### src/rtl/bp_cfg_loader.sv
// bp_cfg_loader: after a start, snapshots a configuration table and writes
// every field into every core's configuration registers (core-major order),
// then optionally reads each register back and compares it against the
// snapshot, recording the first mismatch.
module bp_cfg_loader #(
    parameter int num_core_p   = 2,
    parameter int num_fields_p = 16,
    parameter int data_width_p = 64,
    parameter int addr_width_p = 8,
    parameter int verify_p     = 1
) (
    input  logic                                                 clk_i,
    input  logic                                                 reset_i,
    input  logic                                                 start_i,
    input  logic [num_fields_p*data_width_p-1:0]                 cfg_data_i,
    output logic                                                 cfg_v_o,
    output logic                                                 cfg_w_o,
    output logic [((num_core_p > 1) ? $clog2(num_core_p) : 1)-1:0] cfg_core_id_o,
    output logic [addr_width_p-1:0]                              cfg_addr_o,
    output logic [data_width_p-1:0]                              cfg_data_o,
    input  logic                                                 cfg_ready_i,
    input  logic                                                 resp_v_i,
    input  logic [data_width_p-1:0]                              resp_data_i,
    output logic                                                 resp_ready_o,
    output logic                                                 busy_o,
    output logic                                                 done_o,
    output logic                                                 error_o,
    output logic [((num_core_p > 1) ? $clog2(num_core_p) : 1)-1:0] error_core_o,
    output logic [addr_width_p-1:0]                              error_addr_o
);

    localparam int core_w_lp  = (num_core_p > 1) ? $clog2(num_core_p) : 1;
    localparam int field_w_lp = (num_fields_p > 1) ? $clog2(num_fields_p) : 1;

    localparam logic [core_w_lp-1:0]  last_core_lp  = core_w_lp'(num_core_p - 1);
    localparam logic [field_w_lp-1:0] last_field_lp = field_w_lp'(num_fields_p - 1);

    typedef enum logic [2:0] {
        S_IDLE,
        S_WRITE,
        S_READ,
        S_WAIT_RESP,
        S_DONE
    } state_e;

    state_e                  state_q, state_n;
    logic [core_w_lp-1:0]    core_q;
    logic [field_w_lp-1:0]   field_q;
    logic [data_width_p-1:0] snap_q [num_fields_p];

    logic                    error_q;
    logic [core_w_lp-1:0]    error_core_q;
    logic [field_w_lp-1:0]   error_field_q;

    logic load;       // take snapshot, clear counters and error capture
    logic advance;    // step core/field counters
    logic last_pair;  // counters point at the final core/field pair
    logic mismatch;   // readback differs from the snapshot
    logic req_active;

    assign last_pair = (core_q == last_core_lp) && (field_q == last_field_lp);
    assign mismatch  = (state_q == S_WAIT_RESP) && resp_v_i &&
                       (resp_data_i != snap_q[field_q]);

    // State register, counters and first-mismatch capture
    always_ff @(posedge clk_i) begin
        // NOTE: sequential state uses non-blocking assignments so every flop
        // samples the pre-edge value of every other flop, independent of order.
        if (reset_i) begin
            state_q       <= S_IDLE;
            core_q        <= '0;
            field_q       <= '0;
            error_q       <= 1'b0;
            error_core_q  <= '0;
            error_field_q <= '0;
        end else begin
            state_q <= state_n;

            if (load) begin
                core_q  <= '0;
                field_q <= '0;
            end else if (advance) begin
                if (field_q == last_field_lp) begin
                    field_q <= '0;
                    core_q  <= (core_q == last_core_lp) ? '0 : core_q + 1'b1;
                end else begin
                    field_q <= field_q + 1'b1;
                end
            end

            if (load) begin
                error_q       <= 1'b0;
                error_core_q  <= '0;
                error_field_q <= '0;
            end else if (mismatch && !error_q) begin
                error_q       <= 1'b1;
                error_core_q  <= core_q;
                error_field_q <= field_q;
            end
        end
    end

    // Snapshot of the configuration table taken at start
    always_ff @(posedge clk_i) begin
        // NOTE: the snapshot array has no reset; it is always rewritten by a
        // start before any of its entries reach an output or a comparison.
        if (load) begin
            for (int f = 0; f < num_fields_p; f++) begin
                snap_q[f] <= cfg_data_i[f*data_width_p +: data_width_p];
            end
        end
    end

    // Next-state logic and handshake controls
    always_comb begin
        // NOTE: every output of this block is given a default first so no
        // path through the case statement can infer a latch.
        state_n      = state_q;
        load         = 1'b0;
        advance      = 1'b0;
        cfg_v_o      = 1'b0;
        cfg_w_o      = 1'b0;
        resp_ready_o = 1'b0;

        unique case (state_q)
            S_IDLE, S_DONE: begin
                if (start_i) begin
                    load    = 1'b1;
                    state_n = S_WRITE;
                end
            end
            S_WRITE: begin
                cfg_v_o = 1'b1;
                cfg_w_o = 1'b1;
                if (cfg_ready_i) begin
                    advance = 1'b1;
                    if (last_pair) begin
                        state_n = (verify_p != 0) ? S_READ : S_DONE;
                    end
                end
            end
            S_READ: begin
                cfg_v_o = 1'b1;
                if (cfg_ready_i) begin
                    state_n = S_WAIT_RESP;
                end
            end
            S_WAIT_RESP: begin
                resp_ready_o = 1'b1;
                if (resp_v_i) begin
                    advance = 1'b1;
                    state_n = last_pair ? S_DONE : S_READ;
                end
            end
            default: state_n = S_IDLE;
        endcase
    end

    // Request payload is forced to zero whenever no request is being offered
    always_comb begin
        req_active    = (state_q == S_WRITE) || (state_q == S_READ);
        cfg_core_id_o = req_active ? core_q : '0;
        cfg_addr_o    = req_active ? addr_width_p'(field_q) : '0;
        cfg_data_o    = (state_q == S_WRITE) ? snap_q[field_q] : '0;
    end

    assign busy_o       = (state_q == S_WRITE) || (state_q == S_READ) ||
                          (state_q == S_WAIT_RESP);
    assign done_o       = (state_q == S_DONE);
    assign error_o      = error_q;
    assign error_core_o = error_core_q;
    assign error_addr_o = addr_width_p'(error_field_q);

endmodule

### config.mk
export PLATFORM = sky130hd
export DESIGN_NAME = bp_cfg_loader
export DESIGN_NICKNAME = d
export VERILOG_FILES = /design/src/rtl/bp_cfg_loader.sv
export SDC_FILE = /design/constraint.sdc
export NUM_CORES = 1
export LEC_CHECK = 0
export BUFFER_PORTS_ARGS = -buffer_cell sky130_fd_sc_hd__buf_2
export CAP_MARGIN = 20
export CORE_AREA = 2 2 466 468
export DETAILED_ROUTE_END_ITERATION = 12
export DIE_AREA = 0 0 468 470
export HOLD_SLACK_MARGIN = 0.15
export PLACE_DENSITY_LB_ADDON = 0.3
export SLEW_MARGIN = 20
export SYNTH_ARGS = -nofsm -noshare
export SYNTH_HDL_FRONTEND = slang
export SYNTH_SLANG_ARGS = --single-unit
### constraint.sdc
create_clock -name clk_i -period 133.3 [get_ports clk_i]
set_clock_uncertainty 0.2 [all_clocks]
set_input_delay 19.995 -clock clk_i [delete_from_list [all_inputs] [get_ports clk_i]]
set_output_delay 19.995 -clock clk_i [all_outputs]
set_load 0.01 [all_outputs]
# After elaboration in Yosys (flattened, before gate mapping)
# Memory sizes are Yosys's and may differ from the RTL's. A register that Yosys moved wholly into a read port is not among the register bits.
# Index checks and enable logic that the tools add are counted.
op_classes:
  n_reduce_logical: 13
  n_mux: 24
  addsub: 2
  n_eq_ne: 11
op_table:
  columns: ["operator", "count"]
  rows:
  - ["2-to-1 mux 64 bit", 1]
  - ["!= test 64 bit", 1]
  - ["2-to-1 mux 3 bit", 6]
  - ["2-to-1 mux 4 bit", 4]
  - ["case mux 3 bit (4 select lines)", 1]
  - ["2-to-1 mux 1 bit", 11]
  - ["!= test 2 bit (second input constant)", 5]
  - ["equality test 3 x 2 -> 1 bit (second input constant)", 2]
  - ["OR reduction 2 bit", 3]
  - ["AND reduction 5 bit", 1]
  - ["adder 4 x 1 -> 4 bit (second input constant)", 1]
  - ["equality test 4 bit (second input constant)", 1]
  - ["logical AND 1 bit", 4]
  - ["equality test 3 x 1 -> 1 bit (second input constant)", 1]
  - ["equality test 3 bit (second input constant)", 1]
  - ["zero test 3 bit", 1]
  - ["logical OR 1 bit", 2]
  - ["case mux 1 bit (2 select lines)", 1]
  - ["AND reduction 2 bit", 1]
  - ["adder 1 bit (second input constant)", 1]
  - ["zero test 1 bit", 1]
word_totals:
  ramBits: 1024
  memories: 1
  wordCells: 57
  register_bits: 14
  in_bits: 1093
mem_list:
  columns: ["name", "depth", "width", "rd", "rd_ports_with_merged_regs", "wr", "line_no", "source"]
  rows:
  - ["snap_q", 16, 64, 1, 1, 16, "49", "logic [data_width_p-1:0] snap_q [num_fields_p];"]

# Depth between registers and ports, before layout
logic_depth:
  word_depth: 5
  mapped_depth: 15

# Worst setup path before layout
# OpenSTA, ideal clock, no wires.
synth_timing:
  path_type: "input -> register"
  start: "input start_i"
  end: "register (tool-made name)"
  required_time_ps: 132884
  setup_slack_ps: 37209
  t_arrival_ps: 95674
  n_path_buf: 0
  stages: 4
  setup_time_ps: 216
  path_cell_list: "inv_1 > nor3_1 > or2_2 > nor2_1"
synth_rtl:
  columns: ["element", "line_no", "source"]
  rows:
  - ["start, declared", "14", "input logic start_i,"]

==> flow_summary.yaml <==
run_status:
  outcome: "finished clean"
synth:
  synth_most_common_cell: "edfxtp_1"
  synth_ff_type: "edfxtp_1"
  syn_inst: 2041
  ys_types: 61
  synth_area_leaders: "edfxtp_1 (74%), mux4_2 (12%), mux2i_1 (3.3%)"
  syn-cell-area_mm2: 0.0416
  synth_edf_count: 1024
  synth_seq_cells: 1042
  ys_seq_area_share_pct: 74.9
  yosysTopAreaCell: "edfxtp_1"
  yosys-top-cells-count: "edfxtp_1 (1,024), mux4_2 (221), mux2i_1 (135), nand2_1 (93), nor2_1 (68)"
  synthArstFlopShare_pct: 0
  synth_top_area_share_pct: 74.0
  yosys_warnings: 0
  synth.avg_cell_area_um2: 20.4
detailed_routing:
  vias_per_cell: 4.11
  ant_nets: 0
  drt_iter0_markers: 2421
  route.detailed.drc: 0
  first_pass_iters: 5
  avgRoutedWirePerCell_um: 32.8
  vias: 25800
  wl_mm: 206
die:
  fp.dieH_um: 470
  start_util_pct: 19.3
  io_pins: 1181
  die_x_um: 468
  row_count: 171
  die_area_mm2: 0.220
  core_mm2: 0.216
flow_run:
  maxCapViolations: 0
clock_tree:
  h-tree-depth: 3
  clock_sinks: 1042
  ctsResizeCount: 0
  cts_setup_buffers: 0
  cts_made_buffers: 121
  cts_root_buffer: "clkbuf_16"
  cts_tree: "built"
  insertion_delay_ns: 0.76
  clk_pin_slew_ns: 0.06
  hold_buffers: 0
  cts_buffer_depth: 3
timing:
  setup_ws_ns: 107.50
  maxSlewHeadroom_pct: 24.4
  setup_violations: 0
  worst_pin_slew_ns: 1.10
  rsz0062_at_grt: "no"
  period_minus_slack_ns: 25.80
  clock.fmax_mhz: 38.8
  drv_slew: 0
  hold_viol_final: 0
  fin_crit_sh_pct: 19.4
  fin_tns_setup_ns: 0
setup_path:
  reg2reg_depth: 12
  setup.worst_path.class: "reg -> out"
  required_ns: 113.10
  crit_path_end_kind: "primary output"
  rr_endpoint: "error_field_q[1]"
  crit_end: "cfg_data_o[17]"
  rrSetupSlack_ns: 126.68
  worst_ep_arrival_time_ns: 5.60
  startpoint_type: "register"
  worstPathMaxFanout: 58
finish:
  fin_nets: 4381
  fin_area_mm2: 0.0551
  drive_gt1_share_pct: 49.4
  post-route-util_pct: 25.5
  fillers: 22300
  finalNonFillerCells: 6283
  syn_to_final_growth_pct: 32.5
worst_hold_path:
  holdCritPathClass: "reg -> reg"
  whs_path_depth: 2
global_route:
  grt_pass1_wl_mm: 260
  overflow: 0
  grt_pass1_vias: 26600
  track_usage_pct: 18.1
  antenna_found_initial: 151
  grt_max_degree: 177
placed_design:
  gp_routability_congestion: 0.879
  io_buffers: 1172
  dp.cells: 6018
  dp.final_hpwl_mm: 165
  placed_cell_area_mm2: 0.0509
  pre_cts_ws_ns: 108.17
power:
  p_leak_nw: 19.8
  p_per_area_mw_per_mm2: 15.5
  ir_drop_mv: 0.0108
layout make-up:
cell class / count / area [um^2] / share of cell area (%)
multi-input combinational: 887 / 9840 / 17.9
clock inverter: 82 / 836 / 1.52
clock buffer: 144 / 3200 / 5.81
timing repair buffer: 1230 / 6390 / 11.6
sequential: 1042 / 31100 / 56.5
inverter: 5 / 23.8 / 0.0432
tap: 2854 / 3570 / 6.48
antenna: 39 / 97.6 / 0.177
worst max-delay path: stages, from the launching register on:
cell	delay [ns]
dfxtp_4	0.67
buf_4	0.75
buf_4	0.66
buf_4	0.88
mux4_2	0.60
nand2_1	0.09
a21oi_1	0.09
a21oi_1	0.73
nor2_1	0.14
buf_2	0.19
power breakdown:
part,internal (W),leakage [nW],switching [W]
clock,0.000197,1.96,0.000144
sequential,0.000403,9.91,0.0000122
combinational,0.0000349,7.96,0.0000630
worst min-delay path by stage:
stage	slack, ns	to	start
after floorplan	0.26	error_field_q[3]	field_q[3]
after global placement	0.24	error_field_q[1]	error_field_q[1]
after detailed placement	0.26	error_core_o	error_core_o
after CTS	0.27	error_core_o	error_core_o
after global routing	0.29	error_core_o	error_core_o
final	0.27	error_core_o	error_core_o
per-stage QoR:
| step | hold slack [ns] | total power, W |
|---|---|---|
| 5_1_grt | 0.294 | 0.000885 |
| 6_report | 0.266 | 0.000853 |
| 3_5_place_dp | 0.258 | 0.000524 |
| 3_3_place_gp | 0.244 | 0.000522 |
| 2_1_floorplan | 0.260 | 0.000555 |
| 4_1_cts | 0.268 | 0.000869 |
metal layers:
metal  vias to the layer above  routed length (um)  global-route usage, %
li1                      10900                   -                      -
met1                     13100               82000                   21.9
met2                      1341              101000                   31.1
met3                       370               18300                   6.30
met4                        94                4340                   3.33
met5                         -                 576                      0
cell usage in the layout (no fill, tap or decap), types with 25 or more instances in the layout:
cell type and instances:
clkinv_2 25, nand2_1 93, buf_2 1172, clkbuf_16 125, edfxtp_1 1024, diode_2 39
xnor2_1 54, and2_1 40, mux2i_1 132, xor2_1 52, mux4_2 221, a22oi_1 36
a211oi_1 31, buf_4 49, nor2_1 68
logic make-up after synthesis:
| family | Yosys count | synth area share (%) |
|---|---|---|
| AO/OA/AOI/OAI | 156 | 2.73 |
| AND/OR/NAND/NOR | 246 | 2.77 |
| buffers and inverters | 119 | 1.77 |
| adder cells (fa/ha/maj) | 1 | 0.0301 |
| multiplexers | 366 | 15.5 |
| flip-flops | 1042 | 74.9 |
| other | 1 | 0.00902 |
| XOR/XNOR | 110 | 2.32 |
state kept, by name, summed over array words and instances (netlist names), named ones only:
name,flops
core_q,1
error_core_o,1
error_field_q,4
error_o,1
field_q,4
snap_q,1024
state_q,3
Power figures use the tool's default switching activity.
